===== src/rtl/mem_port_arbiter.sv =====
// mem_port_arbiter: round-robin arbiter sharing one memory port among NUM_REQ engines.
// Define ARB_TIMEOUT_EN to revoke grants held MAX_HOLD cycles without mem_opdone.
module mem_port_arbiter #(
    parameter int NUM_REQ  = 4,
    parameter int MAX_HOLD = 256
) (
    input  logic                  clk,
    input  logic                  reset,
    input  logic [2*NUM_REQ-1:0]  req_op,
    input  logic [32*NUM_REQ-1:0] req_addr,
    input  logic [32*NUM_REQ-1:0] req_wdata,
    output logic [31:0]           req_rdata,
    output logic [NUM_REQ-1:0]    req_opdone,
    output logic [1:0]            mem_operation,
    output logic [31:0]           mem_addr,
    output logic [31:0]           mem_wdata,
    input  logic [31:0]           mem_rdata,
    input  logic                  mem_opdone,
    output logic [NUM_REQ-1:0]    grant,
    output logic                  timeout
);
    localparam int IW = $clog2(NUM_REQ);
    typedef enum logic [1:0] {IDLE, GRANTED, RELEASE} state_t;
    state_t state, state_n;
    logic [NUM_REQ-1:0] active, eligible, grant_n;
    logic [IW-1:0] gidx, gidx_n, last, last_n, win;
    logic granted;

    if (NUM_REQ < 2 || NUM_REQ > 8 || MAX_HOLD < 1) begin : g_bad_cfg
        $error("mem_port_arbiter: unsupported NUM_REQ/MAX_HOLD");
    end

    // Read (01) and write (11) share bit 0; 00 and reserved 10 do not.
    always_comb begin
        for (int r = 0; r < NUM_REQ; r++) active[r] = req_op[2*r];
    end

`ifdef ARB_TIMEOUT_EN
    logic [NUM_REQ-1:0] mask, mask_n, idle_op;
    logic [31:0] hold, hold_n;
    logic timeout_n;
    always_comb begin
        for (int r = 0; r < NUM_REQ; r++) idle_op[r] = req_op[2*r+:2] == 2'b00;
    end
    assign eligible = active & ~mask;
`else
    assign eligible = active;
    assign timeout  = 1'b0;
`endif

    // Scan downward so the candidate nearest after last overwrites the rest.
    always_comb begin
        win = last;
        for (int k = NUM_REQ; k >= 1; k--)
            if (eligible[(int'(last) + k) % NUM_REQ]) win = IW'((int'(last) + k) % NUM_REQ);
    end

    assign granted       = state == GRANTED;
    assign req_rdata     = mem_rdata;
    assign mem_operation = granted ? req_op[2*gidx+:2] : 2'b00;
    assign mem_addr      = granted ? req_addr[32*gidx+:32] : 32'd0;
    assign mem_wdata     = granted ? req_wdata[32*gidx+:32] : 32'd0;
    assign req_opdone    = (granted && mem_opdone) ? grant : '0;

    always_comb begin
        state_n = state;
        grant_n = grant;
        gidx_n  = gidx;
        last_n  = last;
`ifdef ARB_TIMEOUT_EN
        mask_n    = mask & ~idle_op;
        hold_n    = hold;
        timeout_n = 1'b0;
`endif
        case (state)
            IDLE: if (|eligible) begin
                state_n = GRANTED;
                grant_n = NUM_REQ'(1) << win;
                gidx_n  = win;
`ifdef ARB_TIMEOUT_EN
                hold_n  = 32'd0;
`endif
            end
            GRANTED: if (!active[gidx]) begin
                state_n = RELEASE;
                grant_n = '0;
                last_n  = gidx;
            end
`ifdef ARB_TIMEOUT_EN
            else if (!mem_opdone && hold == 32'(MAX_HOLD - 1)) begin
                state_n      = RELEASE;
                grant_n      = '0;
                last_n       = gidx;
                timeout_n    = 1'b1;
                mask_n[gidx] = 1'b1;
            end else begin
                hold_n = mem_opdone ? 32'd0 : hold + 32'd1;
            end
`endif
            default: state_n = IDLE;
        endcase
    end

    always_ff @(posedge clk or posedge reset) begin
        if (reset) begin
            state <= IDLE;
            grant <= '0;
            gidx  <= '0;
            last  <= IW'(NUM_REQ - 1);
`ifdef ARB_TIMEOUT_EN
            mask    <= '0;
            hold    <= 32'd0;
            timeout <= 1'b0;
`endif
        end else begin
            state <= state_n;
            grant <= grant_n;
            gidx  <= gidx_n;
            last  <= last_n;
`ifdef ARB_TIMEOUT_EN
            mask    <= mask_n;
            hold    <= hold_n;
            timeout <= timeout_n;
`endif
        end
    end
endmodule


===== config.mk =====
export PLATFORM = sky130hd
export DESIGN_NAME = mem_port_arbiter
export DESIGN_NICKNAME = d
export VERILOG_FILES = /design/src/rtl/mem_port_arbiter.sv
export SDC_FILE = /design/constraint.sdc
export NUM_CORES = 1
export LEC_CHECK = 0
export ABC_AREA = 1
export BUFFER_PORTS_ARGS = -buffer_cell sky130_fd_sc_hd__buf_2
export CORE_AREA = 2 2 159 161
export CTS_CLUSTER_SIZE = 24
export DETAILED_ROUTE_END_ITERATION = 12
export DIE_AREA = 0 0 161 163
export GPL_ROUTABILITY_DRIVEN = 0
export PLACE_DENSITY = 0.41
export SLEW_MARGIN = 20
export SYNTH_ARGS = -nofsm -noshare
export SYNTH_HDL_FRONTEND = slang
export SYNTH_SLANG_ARGS = --single-unit
export TNS_END_PERCENT = 1

===== constraint.sdc =====
create_clock -name clk -period 1.5 [get_ports clk]
set_clock_uncertainty 0.1 [all_clocks]
set_input_delay 0.3 -clock clk [delete_from_list [all_inputs] [get_ports clk]]
set_output_delay 0.3 -clock clk [all_outputs]
set_load 0.03 [all_outputs]

==> results.toml, run 1 <==
[die]
coreArea_um2 = 24700
start_util_pct = 12.8
ios = 406
die_w_um = 161
num_rows = 58
dieArea_um2 = 26200
die_h_um = 163

[synth]
yosysTopAreaCell = "nor2_1"
synth.distinct_cells = 23
ys_warn_count = 0
synth_cells = 646
ys_seq_elements = 10
avgSynthCellArea_um2 = 4.91
synth_top_area_share_pct = 31.6
synth_seq_area_share_pct = 7.97
syn_area_um2 = 3170
synth.top_cells.by_area = "nor2_1 32%, o21ai_0 21%, a21oi_1 11%"
synth_nets = 945

[timing]
grt_setup_unrepaired = "true"
fmax_ghz = 0.474
finalHoldViolations = 0
slew_violations = 0
period_share_pct = 141
timing.hold.ws_ns = 0.418
setup_viol = 79
layout_min_cycle_time_ns = 2.11
tns_ns = -35.25
finalWorstSetupSlack_ns = -0.608

[route]
vias_per_cell = 4.10
ant_nets = 0
avgRoutedWirePerCell_um = 14.5
route.detailed.drc = 0
first_pass_iters = 4
vias = 5315
wirelength_um = 18800
first_iter_violations = 190

[worst_setup_path]
start_kind = "flip-flop"
endpoint = "mem_wdata[20]"
r2r_start = "last[0]"
crit_required_ns = 1.10
path_max_fanout = 21
crit_path_max_incr_delay_ns = 0.53
r2r_cells = 11
end_kind = "output pin"
rr_endpoint = "grant[0]"
crit_start = "gidx[0]"
cpMostUsedCell = "nor2_1"
worstPathArrival_ns = 1.71
path_cells = "buf_12 > buf_4 > nor2_1 > nor2_1 > o21ai_0 > a21oi_2 > buf_2"
crit_type = "reg2out"
r2r_slack_ns = -0.14
cp_slowest_cell = "dfrtp_4"

[global_routing]
overflow = 0
grt_util_all_layers_pct = 13.0
grt_max_degree = 38
top_usage_layer = "met2"
antenna_found_initial = 2
grt_pass1_wl_um = 27100
grt_use_met1_pct = 15.3
met2_usage_pct = 23.2
grt_pass1_vias = 5102
use_met3_pct = 3.51

[final_layout]
postLayoutCoreUtil_pct = 25.3
fin_area_um2 = 6250
n_antenna_cell = 0
fin_nets = 1266
area_growth_pct = 97.1
drive_above_1_share_pct = 53.6

[pwr]
vdd_ir_drop_max_mv = 0.755
powerDensity_nw_per_um2 = 2330
leakage_nw = 3.04

[placed_design]
place_area_um2 = 5590
port_buffers = 340
place_hpwl_um = 15200

[min_path]
hp-start = "last[1]"
holdPathStages = 2
hp-class = "reg2reg"

[clock_tree]
root_buffer = "clkbuf_16"
cts_tree = "done"
htreeDepth = 1
worstSkewPairLatency_ns = 0.24
clk_pin_slew_ns = 0.04
clk_path_buf_depth = 2
cts_buffers = 3
cts_sinks = 10

[status]
violations = "setup timing"
status = "complete, but fails checks"

[run]
cap_violations = 0
-- worst min-delay path by stage --
stage / end / slack, ns
after global routing: last[1] / 0.44
after floorplan: gidx[0] / 0.04
after global placement: grant[3] / 0.21
after detailed placement: grant[3] / 0.20
after CTS: last[1] / 0.42
final: last[1] / 0.42
-- critical path, delay by kind of cell, from the launching register on --
| family | cells | cell delay (ns) |
|---|---|---|
| compound gates | 2 | 0.23 |
| buf+inv | 3 | 0.51 |
| flops | 1 | 0.53 |
| simple gates | 2 | 0.18 |
-- stage by stage --
step / total power [mW] / instances / worst slack (ns)
after floorplan: 8.35 / 646 / -0.239
after global routing: 15.7 / 1296 / -0.655
final: 14.6 / 1296 / -0.608
after global placement: 12.3 / 1288 / -0.433
after detailed placement: 12.2 / 1288 / -0.428
after CTS: 14.1 / 1294 / -0.613
-- synth_stat cells, drive strengths merged --
cell    count
nor2      267
inv        22
nand4       3
conb        1
and3        1
dfrtp       8
clkbuf     17
o21ai     137
nand2      42
dfstp       2
a21oi      67
buf        68
nand3      11
-- power breakdown --
part,total (mW),switching [mW],internal [mW]
combinational,13.5,7.98,5.51
sequential,0.587,0.169,0.418
clock,0.481,0.125,0.356
-- timing repair --
| action | CTS | global route |
|---|---|---|
| setup buffers | 0 | 1 |
| hold buffers | 1 | 0 |
| endpoints found under the setup margin | 80 | 80 |
| gates cloned | 1 | 1 |
| resized for setup | 168 | 66 |
| pin swaps | 3 | 7 |
| endpoints found under the hold margin | 8 | 0 |
-- cells in the final DEF (no fill, tap or decap), drive strengths merged --
cell type,count
clkbuf,7
nor2,267
buf,397
inv,22
a21oi,67
dlygate4sd3,1
nand2,42
dfrtp,8
nand3,11
conb,1
dfstp,2
nand4,3
and3,1
o21ai,137
-- layer usage --
layer  up-vias  wire [um]  part of all wire [%]
met2       275       8850                    47
met1      2300       7850                    42
li1       2702          -                     -
met4         2        453                   2.4
met5         -         19                  0.10
met3        36       1610                   8.6
-- flip-flops by register name, indices dropped and copies added, names as in the netlist --
signal  count
grant       4
gidx        2
last        2
state       2
-- cell type report --
type                       count  area (um2)
clock buffer                   4        78.8
fill                        2840       18400
multi-input combinational    529        2660
timing repair buffer         401        2750
sequential                    10         258
tap                          330         413
inverter                      22        97.6
-- logic make-up (layout without fill, tap and decap cells) --
kind of cell | Yosys count | count (layout) | share of synthesized area [%]
simple gates | 324 | 324 | 40.1
buf+inv | 107 | 427 | 19.5
flops | 10 | 10 | 7.97
other cells | 1 | 1 | 0.118
compound gates | 204 | 204 | 32.3
Power figures use the tool's default switching activity.
==> inputs of run 2 (changes only) <==
--- a/config.mk
+++ b/config.mk
@@ -6,7 +6,7 @@
 export NUM_CORES = 1
 export LEC_CHECK = 0
 export ABC_AREA = 1
-export BUFFER_PORTS_ARGS = -buffer_cell sky130_fd_sc_hd__buf_2
+export BUFFER_PORTS_ARGS = -buffer_cell sky130_fd_sc_hd__buf_4
 export CORE_AREA = 2 2 159 161
 export CTS_CLUSTER_SIZE = 24
 export DETAILED_ROUTE_END_ITERATION = 12
==> results.toml, run 2 (synthesized netlist as in run 1, its figures left out) <==
[status]
violations = "setup timing"
status = "complete, but fails checks"

[placed_design]
placed_cells = 1261
place_hpwl_um = 15300
port_buffers = 340
place_area_um2 = 6200

[clock_tree]
htreeDepth = 1
cts_buffers = 3
cts_tree = "done"
worstSkewPairLatency_ns = 0.24
clk_pin_slew_ns = 0.04
cts_sinks = 10
root_buffer = "clkbuf_16"
clk_path_buf_depth = 2

[pwr]
total_power_mw = 13.7
powerDensity_nw_per_um2 = 2100
leakage_nw = 3.10
vdd_ir_drop_max_mv = 0.695

[final_layout]
postLayoutCoreUtil_pct = 26.3
n_antenna_cell = 0
multi_input_area_um2 = 2590
fillerInstances = 2895
fin_nets = 1238
seq_area_um2 = 258
fin_area_um2 = 6490
largest_reg_flops = 4
final_cell_mix = "340 x buf_4, 262 x nor2_1, 83 x o21ai_0"
area_growth_pct = 105
drive_above_1_share_pct = 50.4
mostFrequentLayoutCell = "buf_4"
final_cell_count_no_fill = 1268
top_register = "grant"

[timing]
fmax_ghz = 0.470
finalHoldViolations = 0
period_share_pct = 142
setup_viol = 80
slew_violations = 0
finalWorstSetupSlack_ns = -0.629
grt_setup_unrepaired = "true"
layout_min_cycle_time_ns = 2.13

[global_routing]
grt_pass1_wl_um = 29700
grt_pass1_vias = 5216
use_met3_pct = 3.08
antenna_found_initial = 0
grt_util_all_layers_pct = 14.2
met2_usage_pct = 25.1
top_usage_layer = "met2"
grt_max_degree = 52
grt_use_met1_pct = 18.2
overflow = 0

[worst_setup_path]
r2r_cells = 11
path_max_fanout = 51
crit_required_ns = 1.10
worstPathArrival_ns = 1.73
start_kind = "flip-flop"
crit_type = "reg2out"
r2r_slack_ns = -0.14
rr_endpoint = "grant[0]"
r2r_start = "last[0]"
end_kind = "output pin"

[die]
start_util_pct = 12.8
dieArea_um2 = 26200
coreArea_um2 = 24700
die_w_um = 161
die_h_um = 163
ios = 406
num_rows = 58

[min_path]
hp-class = "reg2reg"
hp-start = "last[1]"
whs_endpoint = "last[1]"
holdPathStages = 2

[route]
first_pass_iters = 4
vias_per_cell = 4.06
route.detailed.drc = 0
wirelength_um = 19900
vias = 5151
ant_nets = 0
first_iter_violations = 214
avgRoutedWirePerCell_um = 15.7

[run]
cap_violations = 0
==> run 2: what timing repair did <==
action                                  CTS  global route
buffers inserted                          0             0
hold endpoints to repair                  8             0
endpoints found under the setup margin   80            80
resized for setup                        37            46
hold buffers                              1             0
pin swaps                                 5             1
gates cloned                              2             0
==> run 2: through the flow <==
step | hold WS, ns | TNS (ns) | setup slack, ns
after floorplan | 0.0387 | -15.19 | -0.239
after global placement | 0.224 | -21.99 | -0.425
after detailed placement | 0.233 | -21.86 | -0.428
after CTS | 0.434 | -39.19 | -0.623
after global routing | 0.445 | -45.20 | -0.715
final | 0.428 | -36.94 | -0.629
==> run 2: critical path: stages (launching register included) <==
cell and delay, ns:
dfrtp_4 0.49, buf_12 0.24, nor2_1 0.08, nor2_1 0.10, o21ai_0 0.10, buf_4 0.15, a21oi_2 0.12, buf_4 0.17
==> run 2: cell type report <==
class | instances | area share, %
flip-flops and latches | 10 | 3.97
repair buffers | 373 | 47.0
multi-input cells | 529 | 39.8
well taps | 330 | 6.36
clock buffers | 4 | 1.37
inverters | 22 | 1.50
==> run 2: routing by layer <==
metal | up-vias | wire length, um | share of wire [%]
met2 | 240 | 9520 | 48
met4 | 0 | 240 | 1.2
met3 | 20 | 1460 | 7.3
met5 | - | 0 | 0
li1 | 2642 | - | -
met1 | 2249 | 8650 | 44
==> run 2: worst max path at each step <==
stage | slack (ns) | to | from | cells after the start
final | -0.63 | mem_addr[0] | gidx[0] | 7
after global routing | -0.72 | mem_addr[0] | gidx[0] | 7
after CTS | -0.62 | mem_addr[0] | gidx[0] | 7
after detailed placement | -0.43 | mem_wdata[16] | gidx[0] | 5
after global placement | -0.43 | mem_wdata[16] | gidx[0] | 5
after floorplan | -0.24 | mem_addr[12] | state[1] | 5
==> run 2: where the power goes <==
group	internal (mW)	switching (mW)	total (mW)
Combinational	4.84	7.68	12.5
Sequential	0.418	0.189	0.607
Clock	0.401	0.128	0.529
Total	5.65	8.00	13.7
